`config.mk`:
```
export PLATFORM = sky130hd
export DESIGN_NAME = quad_encoder_gen_flat
export DESIGN_NICKNAME = d
export VERILOG_FILES = /design/src/rtl/quad_encoder_gen_if.sv /design/src/rtl/quad_encoder_gen.sv /design/src/flat_wrapper.sv
export SDC_FILE = /design/constraint.sdc
export NUM_CORES = 1
export LEC_CHECK = 0
export BUFFER_PORTS_ARGS = -buffer_cell sky130_fd_sc_hd__buf_2
export CAP_MARGIN = 10
export CORE_MARGIN = 1
export CORE_UTILIZATION = 50
export CTS_BUF_LIST = sky130_fd_sc_hd__clkbuf_8
export CTS_CLUSTER_SIZE = 28
export DETAILED_ROUTE_END_ITERATION = 6
export PLACE_DENSITY = 0.73
export SYNTH_ARGS = -nofsm -noshare
export SYNTH_HDL_FRONTEND = slang
export SYNTH_SLANG_ARGS = --single-unit
```
`constraint.sdc`:
```
create_clock -name CLOCK_50 -period 7.95 [get_ports CLOCK_50]
set_clock_uncertainty 0.05 [all_clocks]
set_input_delay 2.385 -clock CLOCK_50 [delete_from_list [all_inputs] [get_ports CLOCK_50]]
set_output_delay 2.385 -clock CLOCK_50 [all_outputs]
set_load 0.01 [all_outputs]
```
`src/rtl/quad_encoder_gen_if.sv`:
```
`default_nettype none
// ============================================================================
// Module      : quad_encoder_gen_if
// Description : Step-command channel for the quadrature encoder emulator.
//               A command moves on a cycle where cmd_valid && cmd_ready.
//   cmd_valid  master->slave  command present
//   cmd_ready  slave->master  generator can accept a command
//   cmd_dir    master->slave  1 = forward (A leads B), 0 = reverse
//   cmd_steps  master->slave  number of quarter-step edges to emit
//   period     master->slave  clocks between edges (0 behaves as 1)
// Revision    : 1.0 - initial release
// ============================================================================
interface quad_encoder_gen_if #(
  parameter int CNT_W  = 16,
  parameter int PEND_W = 8
);
  logic              cmd_valid;
  logic              cmd_ready;
  logic              cmd_dir;
  logic [PEND_W-1:0] cmd_steps;
  logic [CNT_W-1:0]  period;

  modport master (
    output cmd_valid, cmd_dir, cmd_steps, period,
    input  cmd_ready
  );

  modport slave (
    input  cmd_valid, cmd_dir, cmd_steps, period,
    output cmd_ready
  );
endinterface
`default_nettype wire

```
`src/rtl/quad_encoder_gen.sv`:
```
`default_nettype none
// ============================================================================
// Module      : quad_encoder_gen
// Description : Quadrature encoder emulator. Turns step commands into
//               Gray-coded A/B phase edges, one edge every `period` clocks,
//               and keeps a signed running edge count.
// Ports       : CLOCK_50  system clock
//               RESET     asynchronous active-low reset
//               cmd       step-command channel (slave side)
//               QUAD_A    phase A (registered)
//               QUAD_B    phase B (registered)
//               busy      command in progress (registered)
//               position  signed running edge count, wraps at 2^POS_W
//               QUAD_I    index pulse, only with QUAD_INDEX_EN defined
// Options     : QUAD_INDEX_EN - adds QUAD_I and parameter INDEX_EDGES
// Revision    : 1.0 - initial release
// ============================================================================
module quad_encoder_gen #(
  parameter int CNT_W  = 16,
  parameter int PEND_W = 8,
  parameter int POS_W  = 16
`ifdef QUAD_INDEX_EN
  ,
  parameter int INDEX_EDGES = 400
`endif
) (
  input  wire logic           CLOCK_50,
  input  wire logic           RESET,
  quad_encoder_gen_if.slave   cmd,
  output logic                QUAD_A,
  output logic                QUAD_B,
  output logic                busy,
  output logic [POS_W-1:0]    position
`ifdef QUAD_INDEX_EN
  ,
  output logic                QUAD_I
`endif
);

  typedef enum logic [1:0] {
    S_IDLE = 2'd0,
    S_RUN  = 2'd1,
    S_DONE = 2'd2
  } state_t;

  state_t            r_state;
  state_t            w_state_next;
  logic              w_accept;
  logic              w_edge;

  logic              r_ready;
  logic              r_busy;
  logic              r_dir;
  logic [PEND_W-1:0] r_remaining;
  logic [CNT_W-1:0]  r_period;
  logic [CNT_W-1:0]  r_div;
  logic [CNT_W-1:0]  w_period_eff;

  logic              r_a;
  logic              r_b;
  logic              w_a_next;
  logic              w_b_next;
  logic [POS_W-1:0]  r_pos;
  logic [POS_W-1:0]  w_pos_next;

  // A zero period would never let the divider expire; treat it as 1.
  assign w_period_eff = (cmd.period == '0) ? CNT_W'(1) : cmd.period;

  // --------------------------------------------------------------------------
  // Control FSM
  // --------------------------------------------------------------------------
  always_ff @(posedge CLOCK_50 or negedge RESET) begin
    if (!RESET) r_state <= S_IDLE;
    else        r_state <= w_state_next;
  end

  always_comb begin
    w_state_next = r_state;
    w_accept     = 1'b0;
    w_edge       = 1'b0;
    case (r_state)
      S_IDLE: begin
        // r_ready is low in the first IDLE cycle after reset release.
        if (cmd.cmd_valid && r_ready) begin
          w_accept     = 1'b1;
          w_state_next = (cmd.cmd_steps == '0) ? S_DONE : S_RUN;
        end
      end
      S_RUN: begin
        if (r_div == '0) begin
          w_edge = 1'b1;
          if (r_remaining == PEND_W'(1)) w_state_next = S_DONE;
        end
      end
      S_DONE:  w_state_next = S_IDLE;
      default: w_state_next = S_IDLE;
    endcase
  end

  // --------------------------------------------------------------------------
  // Phase stepping. Forward: toggle A when A==B, else B (00,10,11,01).
  // Reverse: toggle B when A==B, else A (00,01,11,10). One bit per edge.
  // --------------------------------------------------------------------------
  always_comb begin
    w_a_next   = r_a;
    w_b_next   = r_b;
    w_pos_next = r_pos;
    if (w_edge) begin
      if (r_dir) begin
        if (r_a == r_b) w_a_next = ~r_a;
        else            w_b_next = ~r_b;
        w_pos_next = r_pos + POS_W'(1);
      end else begin
        if (r_a == r_b) w_b_next = ~r_b;
        else            w_a_next = ~r_a;
        w_pos_next = r_pos - POS_W'(1);
      end
    end
  end

  // --------------------------------------------------------------------------
  // Datapath and registered outputs
  // --------------------------------------------------------------------------
  always_ff @(posedge CLOCK_50 or negedge RESET) begin
    if (!RESET) begin
      r_ready     <= 1'b0;
      r_busy      <= 1'b0;
      r_dir       <= 1'b0;
      r_remaining <= '0;
      r_period    <= CNT_W'(1);
      r_div       <= '0;
      r_a         <= 1'b0;
      r_b         <= 1'b0;
      r_pos       <= '0;
    end else begin
      // Flags follow the state being entered so they stay flop outputs.
      r_ready <= (w_state_next == S_IDLE);
      r_busy  <= (w_state_next == S_RUN);
      r_a     <= w_a_next;
      r_b     <= w_b_next;
      r_pos   <= w_pos_next;
      if (w_accept) begin
        r_dir       <= cmd.cmd_dir;
        r_remaining <= cmd.cmd_steps;
        r_period    <= w_period_eff;
        r_div       <= w_period_eff - CNT_W'(1);
      end else if (r_state == S_RUN) begin
        if (w_edge) begin
          r_remaining <= r_remaining - PEND_W'(1);
          r_div       <= r_period - CNT_W'(1);
        end else begin
          r_div <= r_div - CNT_W'(1);
        end
      end
    end
  end

`ifdef QUAD_INDEX_EN
  // Index marks the 00 phase at every multiple of INDEX_EDGES, either sign.
  logic r_qi;
  always_ff @(posedge CLOCK_50 or negedge RESET) begin
    if (!RESET) begin
      r_qi <= 1'b1;
    end else if (w_edge) begin
      r_qi <= (!w_a_next && !w_b_next &&
               ((int'($signed(w_pos_next)) % INDEX_EDGES) == 0));
    end
  end
  assign QUAD_I = r_qi;
`endif

  assign cmd.cmd_ready = r_ready;
  assign busy          = r_busy;
  assign QUAD_A        = r_a;
  assign QUAD_B        = r_b;
  assign position      = r_pos;

endmodule
`default_nettype wire
```
`src/flat_wrapper.sv`:
```
// flat-port wrapper written by rule: the top's interface ports become plain ports
module quad_encoder_gen_flat 
#(
  parameter int CNT_W  = 16,
  parameter int PEND_W = 8,
  parameter int POS_W  = 16

)
  (CLOCK_50, RESET, QUAD_A, QUAD_B, busy, position, cmd_cmd_valid, cmd_cmd_dir, cmd_cmd_steps, cmd_period, cmd_cmd_ready);
  quad_encoder_gen_if #(.CNT_W(CNT_W), .PEND_W(PEND_W)) cmd_i ();
  input  wire logic CLOCK_50;
  input  wire logic RESET;
  output logic QUAD_A;
  output logic QUAD_B;
  output logic busy;
  output logic [POS_W-1:0] position;
  input wire logic [$bits(cmd_i.cmd_valid)-1:0] cmd_cmd_valid;
  input wire logic [$bits(cmd_i.cmd_dir)-1:0] cmd_cmd_dir;
  input wire logic [$bits(cmd_i.cmd_steps)-1:0] cmd_cmd_steps;
  input wire logic [$bits(cmd_i.period)-1:0] cmd_period;
  output wire logic [$bits(cmd_i.cmd_ready)-1:0] cmd_cmd_ready;
  assign cmd_i.cmd_valid = cmd_cmd_valid;
  assign cmd_i.cmd_dir = cmd_cmd_dir;
  assign cmd_i.cmd_steps = cmd_cmd_steps;
  assign cmd_i.period = cmd_period;
  assign cmd_cmd_ready = cmd_i.cmd_ready;
  quad_encoder_gen #(.CNT_W(CNT_W), .PEND_W(PEND_W), .POS_W(POS_W)) u_core (.CLOCK_50(CLOCK_50), .RESET(RESET), .cmd(cmd_i), .QUAD_A(QUAD_A), .QUAD_B(QUAD_B), .busy(busy), .position(position));
endmodule
```
# Yosys cells after proc, flatten, opt, wreduce, memory -nomap -nowiden
# Index checks and enable logic that the tools add are counted.
[totals]
ff_bits = 63
wordCells = 60
out_inout_bits = 20
[op_classes]
n_bitwise = 2
n_addsub = 6
n_eq_ne = 7
mux = 23
reduce_logical = 12
[ops]
columns = ["cell", "count"]
rows = [
  ["two-way mux 16 bit", 5],
  ["subtractor 16 x 1 -> 16 bit (second input constant)", 4],
  ["logical NOT 16 bit", 2],
  ["two-way mux 8 bit", 3],
  ["adder 16 x 1 -> 16 bit (second input constant)", 1],
  ["two-way mux 1 bit", 10],
  ["== test 8 x 1 -> 1 bit (second input constant)", 1],
  ["logical NOT 8 bit", 1],
  ["two-way mux 2 bit", 4],
  ["subtractor 8 x 1 -> 8 bit (second input constant)", 1],
  ["AND reduction 3 bit", 2],
  ["nonzero test 2 bit", 3],
  ["== test 2 x 1 -> 1 bit (second input constant)", 2],
  ["logical NOT 2 bit", 2],
  ["!= test 2 bit (second input constant)", 2],
  ["case mux 2 bit (2 select lines)", 1],
  ["!= test 2 x 1 -> 1 bit (second input constant)", 1],
  ["inverter 1 bit", 2],
  ["AND reduction 2 bit", 1],
  ["== test 1 bit", 1],
  ["logical AND 1 bit", 1],
]

# Logic depth before layout (Yosys ltp)
# Gate-level depths: netlist of run 1.
[logic_depth]
ltp_word = 6
mapped_depth = 10
ltp_nobuf = 9

# Worst setup path before layout of run 1
# No wires, ideal clock.
[synth_timing]
path_type = "in2reg"
startpoint = "input port cmd_cmd_valid"
endpoint = "register u_core.r_div[15]"
setup_slack_ns = 3.244
required_time_ns = 7.818
setup_ns = 0.082
stages = 8
n_path_buf = 1
arrival_time_ns = 4.575
cell_sequence = "nor4bb_1 buf_6 mux2i_4 o311ai_2 a2111oi_4 nand4_4 or4_1 a31oi_1"
[synth_between]
elab_chain_cells = 4
[synth_rtl]
columns = ["item", "line_no", "source"]
rows = [
  ["start, declared", "flat_wrapper.sv:17", "input wire logic [$bits(cmd_i.cmd_valid)-1:0] cmd_cmd_valid;"],
  ["logical AND 1 bit (*)", "quad_encoder_gen.sv:84", "if (cmd.cmd_valid && r_ready) begin"],
  ["two-way mux 1 bit (*)", "quad_encoder_gen.sv:84", ""],
  ["two-way mux 1 bit (*)", "quad_encoder_gen.sv:81", "case (r_state)"],
  ["two-way mux 16 bit or nonzero test 2 bit (tied branches)", "-", ""],
  ["end signal, assigned", "quad_encoder_gen.sv:146", "r_div <= w_period_eff - CNT_W'(1);"],
  ["end signal, assigned", "quad_encoder_gen.sv:150", "r_div <= r_period - CNT_W'(1);"],
  ["end signal, assigned", "quad_encoder_gen.sv:152", "r_div <= r_div - CNT_W'(1);"],
  ["end, declared", "quad_encoder_gen.sv:56", "logic [CNT_W-1:0] r_div;"],
]
# Every way passes the cells marked *; elsewhere a longest branch is shown, timed or not.
# A chain may end at the register's enable or synchronous reset.

# Worst setup path in the final report of run 1
# Same ends and word-level chain as after synthesis.

==> results of run 1 <==
## flip-flops by register name, summed over array words and instances (netlist names)
register	flops
u_core.position	16
u_core.r_div	16
u_core.r_period	16
u_core.r_remaining	8
u_core.r_state	2
u_core.QUAD_A	1
u_core.QUAD_B	1
u_core.busy	1
u_core.cmd.cmd_ready	1
u_core.r_dir	1
## metrics by stage
stage	hold slack, ns	utilization	setup WS [ns]	cells
finish	0.4144	0.5840	2.951	599
detailed placement	0.4035	0.5547	2.610	583
CTS	0.4185	0.5840	2.990	599
global route	0.4438	0.5840	2.757	599
floorplan	0.3953	-	3.244	448
global placement	0.4049	0.5547	2.707	583
## synth_stat cells, types with 3 or more instances
cell type  instances  share of area
buf_6              8          0.022
xnor2_1            9          0.020
o211ai_1           5         0.0094
ha_1              17          0.053
nor2_1            29          0.027
inv_1             14          0.013
nor3_1            13          0.016
nor4_1             8          0.012
mux2i_1            4          0.010
nand4_1            5         0.0078
clkbuf_1           9         0.0084
and3_1             4         0.0062
or3_1              3         0.0047
a21oi_1           20          0.025
a21o_1             6          0.011
nand3b_1           3         0.0056
xor2_1            10          0.022
or2_2              3         0.0047
nand3_1            5         0.0062
a31oi_1           11          0.017
and2_1             3         0.0047
a221o_1            4          0.010
dfrtp_1           62           0.39
a21boi_0           4         0.0075
o31ai_1            9          0.017
nand2_1           88          0.082
a211oi_1           3         0.0056
o21ai_0           36          0.045
## layer usage
| metal | wire [um] | share of wire |
|---|---|---|
| met5 | 0 | 0 |
| met4 | 160 | 0.017 |
| met3 | 423 | 0.045 |
| met2 | 4351 | 0.46 |
| met1 | 4438 | 0.47 |
## logic make-up after synthesis
group           Yosys count  share of synthesized area
compound gates          124                     0.2119
xor+xnor                 19                    0.04150
fa+ha+maj                18                    0.05803
buf+inv                  32                    0.04587
flops                    63                     0.3934
mux                       7                    0.02402
simple gates            185                     0.2253
## power groups by stage
stage	sequential (mW)	clock, mW	combinational, mW
3_5_place_dp	0.505	0	0.477
3_3_place_gp	0.503	0	0.457
4_1_cts	0.500	0.334	0.480
6_report	0.503	0.329	0.482
5_1_grt	0.513	0.346	0.538
2_1_floorplan	0.484	0	0.387
## layout make-up
| class | instances | area [um2] | area share |
|---|---|---|---|
| Clock buffer | 9 | 123.9 | 0.02745 |
| Timing Repair Buffer | 51 | 265.3 | 0.05877 |
| Multi-Input combinational cell | 353 | 2263 | 0.5015 |
| Sequential cell | 63 | 1578 | 0.3496 |
| Tap cell | 102 | 127.6 | 0.02828 |
| Inverter | 14 | 52.55 | 0.01164 |
| Clock inverter | 7 | 102.6 | 0.02273 |
## final timing paths
check / startpoint / slack, ns / cells past startpoint / to
worst max-delay path: cmd_cmd_valid / 2.95 / 9 / u_core.r_div[15]$_DFFE_PN0P_
worst min-delay path: u_core.position[15]$_DFFE_PN0N_ / 0.41 / 1 / u_core.position[15]$_DFFE_PN0N_
worst max register to register: u_core.r_div[3]$_DFFE_PN0P_ / 4.39 / 7 / u_core.r_div[15]$_DFFE_PN0P_
worst min register to register: u_core.position[15]$_DFFE_PN0N_ / 0.41 / 1 / u_core.position[15]$_DFFE_PN0N_
max in group asynchronous: RESET / 5.16 / 2 / u_core.r_div[1]$_DFFE_PN0P_
min in group asynchronous: RESET / 2.15 / 2 / u_core.position[10]$_DFFE_PN0N_
## worst reg2reg max path, stage by stage, from the launching register on
cell     delay [ns]
dfrtp_1        0.44
nor4_1         0.53
nand4_1        0.65
nor2_4         0.59
nor2_1         0.14
a221o_2        0.40
or4_1          0.53
a31oi_1        0.17
==> flow_summary.toml, run 1 <==
[floorplan]
core_area_um2 = 7727
io_pins = 48
die_area_um2 = 8382
die_width_um = 91.56
die_h_um = 91.56
initial_core_util = 0.5189
fp-row-count = 32

[job]
cap_violations = 0

[worst_hold_path]
holdCritPathClass = "flip-flop to flip-flop"

[sta]
slew_headroom = 0.4534
min_period_over_period = 0.6288
fin_crit_ns = 4.999
worst_slew_pin_slew_ns = 0.8199
hold_viol_final = 0
setup_viol = 0
setup_tns_ns = 0
max_freq_mhz = 200.0
rsz0062_at_grt = "false"
report.final.slew_viol_count = 0

[yosys]
synth.distinct_cells = 68
syn-instance-count = 448
seq_area_frac_synth = 0.3934
async_flop_share = 1.000
syn_area_per_cell_um2 = 8.951
synth_top_flop_cell = "dfrtp_1"
synth_nets = 494
synth_edf_count = 0
ys_warn_count = 0
ys_seq_elements = 63
netlist_area_um2 = 4010

[global_routing]
use_met2 = 0.3885
grt_max_degree = 64
grt_pass1_vias = 3400
grt_use_total = 0.2363
grt-ovfl-total = 0
antenna_found_initial = 0
grt_pass1_wl_mm = 15.75
grtUsageMet1 = 0.3133
grtUsageMet3 = 0.03099
grt_most_used_layer = "met2"

[setup_path]
arrival_ns = 5.23
startpoint_type = "input pin"
required_ns = 8.18
path_cells = "buf_2 > nor4bb_4 > buf_4 > mux2i_4 > o311ai_2 > a2111oi_4 > nand4_4 > or4_1 > a31oi_1"
path_buf_inv = 2
slowest_stage = "a2111oi_4"
critPathMaxFanout = 42
crit_path_end_kind = "flip-flop"
cpLargestDelayFamily = "compound AO/OA/AOI/OAI gates"
crit_type = "input pin to flip-flop"
slowest_delay_ns = 0.63

[power]
peakVddDrop_mv = 0.1927
power.switching_uw = 507.9
internal-power_uw = 805.3
switching_share = 0.3868
power.leakage_nw = 2.052
p_seq_frac = 0.383
powerDensity_nw_per_um2 = 291.0
combPwrFrac = 0.367
power_mw = 1.313
p_clk_frac = 0.250

[clock_network]
ctsHtreeMaxLevel = 3
hold_buffers = 0
clkTransAtPathRegs_ns = 0.08
cts_max_path_buffers = 2
cts_resized = 0
clock_latency_ns = 0.35
cts_tree = "yes"
clock-sinks = 63
numCtsBuffers = 9
cts_root_buf = "clkbuf_8"
cts_setup_buffers = 0

[detailed_routing]
drc = 0
drtIter0Drc = 198
wirelength_mm = 9.374
via_per_inst = 5.861
wl_per_cell_um = 15.65
via_count = 3511
first_pass_iters = 4
ant_nets = 0

[layout]
final_area_um2 = 4513
finalNetCount = 538
final_common_cell = "nand2_1"
drive_gt1_frac = 0.1891
final_cell_mix = "nand2_1 (88), dfrtp_1 (62), buf_2 (47)"
nFillCells = 685
n_antenna_cell = 0
syn2layout_area_growth_pct = 12.54

[placed_design]
portBuffers = 47
place.gp.congestion = 0.8976
placed_area_um2 = 4287
dp_hpwl_mm = 6.501

[outcome]
status = "complete, no violations"
(Power assumes the default switching activity.)
==> run 2, diff against run 1 <==
- PLACE_DENSITY: 0.73 -> 0.76
- clock period: 7.95 -> 4.1 ns (I/O delays scaled with it)
==> run 2 against run 1 <==
Net effect:
- worst setup slack worse by 2.4 ns
- routed wire length is 2.6% higher
- combinational power is 98% higher
- global-route usage is 1.1 points higher
- hold slack worse by 0.00051 ns
- cell area is 0.94% higher
- critical path type unchanged
==> flow_summary.toml, run 2 (same netlist as run 1, synthesis figures left out) <==
[layout]
fin_cells = 604
n_antenna_cell = 0
utilization = 0.5895
final_cell_mix = "nand2_1 (88), dfrtp_1 (62), buf_2 (47)"
syn2layout_area_growth_pct = 13.60
final_common_cell = "nand2_1"
finalNetCount = 543
final_area_um2 = 4556
drive_gt1_frac = 0.1972

[floorplan]
die_h_um = 91.56
core_area_um2 = 7727
die_width_um = 91.56
die_area_um2 = 8382
io_pins = 48
fp-row-count = 32
initial_core_util = 0.5189

[detailed_routing]
via_count = 3630
highest_layer = "met4"
wl_met2_mm = 4.481
wl_per_cell_um = 15.93
wl_met1_mm = 4.215
drc = 0
ant_nets = 0
met3RoutedLength_um = 652
first_pass_iters = 5
via_per_inst = 6.010
drtIter0Drc = 252
wirelength_mm = 9.619

[clock_network]
clkTransAtPathRegs_ns = 0.08
cts_root_buf = "clkbuf_8"
cts_max_path_buffers = 2
hold_buffers = 0
cts_setup_buffers = 0
clock-sinks = 63
numCtsBuffers = 9
cts_tree = "yes"
cts_resized = 0
clock_latency_ns = 0.35
ctsHtreeMaxLevel = 3

[outcome]
status = "complete, no violations"

[power]
switching_share = 0.3780
power.switching_uw = 969.7
powerDensity_nw_per_um2 = 563.1
p_clk_frac = 0.247
power_mw = 2.565
peakVddDrop_mv = 0.2995
internal-power_mw = 1.596
p_seq_frac = 0.381
power.leakage_nw = 2.079
combPwrFrac = 0.372

[placed_design]
portBuffers = 47
pre_cts_ws_ns = 0.2613
place.gp.congestion = 0.9301
dpl.cell_count = 588
dp_hpwl_mm = 6.957
placed_area_um2 = 4324

[sta]
max_freq_mhz = 283.6
report.final.slew_viol_count = 0
slew_headroom = 0.5117
rsz0062_at_grt = "false"
fin_hold_ws_ns = 0.4139
fin_ws_ns = 0.5738
worst_slew_pin_slew_ns = 0.7309
hold_viol_final = 0
setup_tns_ns = 0
fin_crit_ns = 3.526
min_period_over_period = 0.8601
setup_viol = 0

[global_routing]
antenna_found_initial = 0
grt_max_degree = 29
grt-ovfl-total = 0
grt_use_total = 0.2478
grt_pass1_wl_mm = 16.21
grt_pass1_vias = 3407

[setup_path]
startpoint_type = "input pin"
crit_type = "input pin to flip-flop"
reg2reg_depth = 8
critPathMaxFanout = 15
crit_path_end_kind = "flip-flop"
arrival_ns = 3.75
regToRegSetupSlack_ns = 0.87
required_ns = 4.32

[job]
cap_violations = 0

[worst_hold_path]
hold_depth = 1
holdCritPathClass = "flip-flop to flip-flop"
## run 2: changes by cell type in the layout (fill, tap and decap cells not counted), sizes merged
cell,change
buf,+5
inv,-4
clkbuf,+2
clkinv,+1
clkinvlp,+1
## run 2: layer usage
layer	global-route usage	up-vias
met3	0.05444	27
met1	0.3330	1727
met5	0	-
met2	0.3872	152
met4	0.09921	0
li1	-	1724
## run 2: critical path, cell delays in order
cell and delay (ns):
buf_2 0.09, nor4bb_4 0.44, buf_4 0.31, mux2i_1 0.28, o31a_1 0.20, nand2_1 0.09, or3_2 0.44, or4_1 0.51
a31oi_1 0.16
## run 2: worst paths after layout
check                                                  end                       startpoint
min in group asynchronous   u_core.position[8]$_DFFE_PN0N_                            RESET
hold / removal             u_core.position[15]$_DFFE_PN0N_  u_core.position[15]$_DFFE_PN0N_
max in group asynchronous      u_core.r_div[9]$_DFFE_PN0P_                            RESET
hold reg to reg            u_core.position[15]$_DFFE_PN0N_  u_core.position[15]$_DFFE_PN0N_
setup / recovery              u_core.r_div[15]$_DFFE_PN0P_                    cmd_cmd_valid
setup reg to reg               u_core.r_div[9]$_DFFE_PN0P_      u_core.r_div[3]$_DFFE_PN0P_
## run 2: cell type report
class / count / area [um2]
tap: 102 / 127.6
fill: 685 / 3172
clock buffer: 11 / 151.4
clock inverter: 5 / 80.08
timing repair buffer: 56 / 302.8
sequential: 63 / 1578
inverter: 14 / 52.55
multi-input combinational: 353 / 2263
## run 2: power by group through the flow
stage               Sequential, mW  Clock (mW)  Combinational (mW)
global route                 0.998       0.672                1.06
finish                       0.977       0.633               0.955
CTS                          0.972       0.641               0.947
floorplan                    0.938           0               0.750
global placement             0.976           0               0.893
detailed placement           0.980           0               0.937
==> run 3, diff against run 2 <==
- CAP_MARGIN: 10 -> 20
- GPL_TIMING_DRIVEN: not set -> 0
==> run 3 against run 2 <==
Net effect:
- combinational power decreased by 0.5%
- critical path depth unchanged
- power down 6.0%
- worst setup slack worse by 0.11 ns
- cell count is 1.5% higher
==> flow_summary.toml, run 3 (same netlist as run 1, synthesis figures left out) <==
[outcome]
status = "complete, no violations"

[global_routing]
grt_pass1_vias = 3605
grt-ovfl-total = 0
grt_pass1_wl_mm = 17.15
grt_max_degree = 64
antenna_found_initial = 0
grt_use_total = 0.2614

[setup_path]
startpoint_type = "input pin"
critPathLaunch = "cmd_cmd_valid"
critPathMaxFanout = 7
crit_type = "input pin to flip-flop"
reg2reg_to = "u_core.r_div[15]$_DFFE_PN0P_"
required_ns = 4.31
crit_path_end_kind = "flip-flop"
r2r_start = "u_core.r_state[1]$_DFF_PN0_"
reg2reg_depth = 8
arrival_ns = 3.85
regToRegSetupSlack_ns = 0.95

[power]
combPwrFrac = 0.394
powerDensity_nw_per_um2 = 529.9
peakVddDrop_mv = 0.2348
p_clk_frac = 0.203
power.switching_uw = 939.6
p_seq_frac = 0.403
switching_share = 0.3897
power.leakage_nw = 2.085
internal-power_mw = 1.472

[layout]
n_antenna_cell = 0
fin_cells = 613
drive_gt1_frac = 0.1898
multi_input_area_um2 = 2248
finalNetCount = 552
final_common_cell = "nand2_1"
final_cell_mix = "nand2_1 (88), dfrtp_1 (62), buf_2 (46)"
final_area_um2 = 4551
utilization = 0.5889
syn2layout_area_growth_pct = 13.48
nFillCells = 700
seq_area_um2 = 1578

[floorplan]
io_pins = 48
core_area_um2 = 7727
die_h_um = 91.56
die_width_um = 91.56
die_area_um2 = 8382
initial_core_util = 0.5189
fp-row-count = 32

[sta]
min_period_over_period = 0.8874
fin_ws_ns = 0.4615
hold_viol_final = 0
setup_viol = 0
rsz0062_at_grt = "false"
setup_tns_ns = 0
report.final.slew_viol_count = 0
max_freq_mhz = 274.8
worst_slew_pin_slew_ns = 0.8183
fin_crit_ns = 3.638
slew_headroom = 0.4545

[placed_design]
pre_cts_ws_ns = 0.1589
dpl.cell_count = 597
dp_hpwl_mm = 7.336
place.gp.congestion = 0.8758
placed_area_um2 = 4375
portBuffers = 47

[clock_network]
cts_max_path_buffers = 2
clock_latency_ns = 0.35
numCtsBuffers = 9
ctsHtreeMaxLevel = 3
clock-sinks = 63
clkTransAtPathRegs_ns = 0.06
cts_tree = "yes"
cts_root_buf = "clkbuf_8"
cts_resized = 0
hold_buffers = 0
cts_setup_buffers = 0

[detailed_routing]
via_count = 3633
ant_nets = 0
via_per_inst = 5.927
wl_per_cell_um = 16.53
drc = 0
drtIter0Drc = 161
first_pass_iters = 4
wirelength_mm = 10.14

[worst_hold_path]
min_from = "u_core.position[15]$_DFFE_PN0N_"
hold_end = "u_core.position[15]$_DFFE_PN0N_"
holdCritPathClass = "flip-flop to flip-flop"
hold_depth = 1

[job]
cap_violations = 0
run 3: how the worst max path moves through the flow:
| stage | end | slack, ns | cells past startpoint |
|---|---|---|---|
| 6_report | u_core.r_div[15]$_DFFE_PN0P_ | 0.46 | 9 |
| 5_1_grt | u_core.r_div[15]$_DFFE_PN0P_ | 0.35 | 9 |
| 4_1_cts | u_core.r_div[15]$_DFFE_PN0P_ | 0.51 | 9 |
| 3_5_place_dp | u_core.r_div[15]$_DFFE_PN0P_ | 0.16 | 9 |
| 3_3_place_gp | u_core.r_div[15]$_DFFE_PN0P_ | 0.24 | 9 |
| 2_1_floorplan | u_core.r_div[15]$_DFFE_PN0P_ | 0.55 | 8 |
run 3: final cells by class:
type | instances | area share
buffer | 18 | 0.02887
clock buffer | 11 | 0.03327
clock inverter | 5 | 0.005224
inverter | 14 | 0.01155
multi-input combinational | 353 | 0.4941
sequential | 63 | 0.3467
tap | 102 | 0.02805
timing repair buffer | 47 | 0.05224
run 3: critical path: stages:
cell	delay (ns)
buf_2	0.09
nor4bb_1	0.32
buf_6	0.22
mux2i_4	0.32
o311ai_2	0.18
a2111oi_4	0.58
nand4_4	0.21
or4_1	0.51
a31oi_1	0.17
run 3: metal layers:
metal,global-route usage,vias to the layer above,part of all wire
li1,-,1754,-
met4,0.1005,0,0.019
met2,0.4367,113,0.48
met1,0.3294,1747,0.44
met5,0,-,0
met3,0.05695,19,0.060
run 3: stage by stage:
stage | total power [mW] | hold slack (ns)
after floorplan | 1.688 | 0.3953
after global placement | 1.872 | 0.4015
after detailed placement | 1.919 | 0.4107
after CTS | 2.421 | 0.4196
after global routing | 2.603 | 0.4303
final | 2.411 | 0.4192
run 3: power groups by stage:
stage	Combinational, mW	Sequential (mW)	Clock, mW
2_1_floorplan	0.750	0.938	0
3_3_place_gp	0.900	0.972	0
3_5_place_dp	0.942	0.978	0
4_1_cts	0.948	0.968	0.505
5_1_grt	1.08	0.995	0.533
6_report	0.950	0.972	0.490
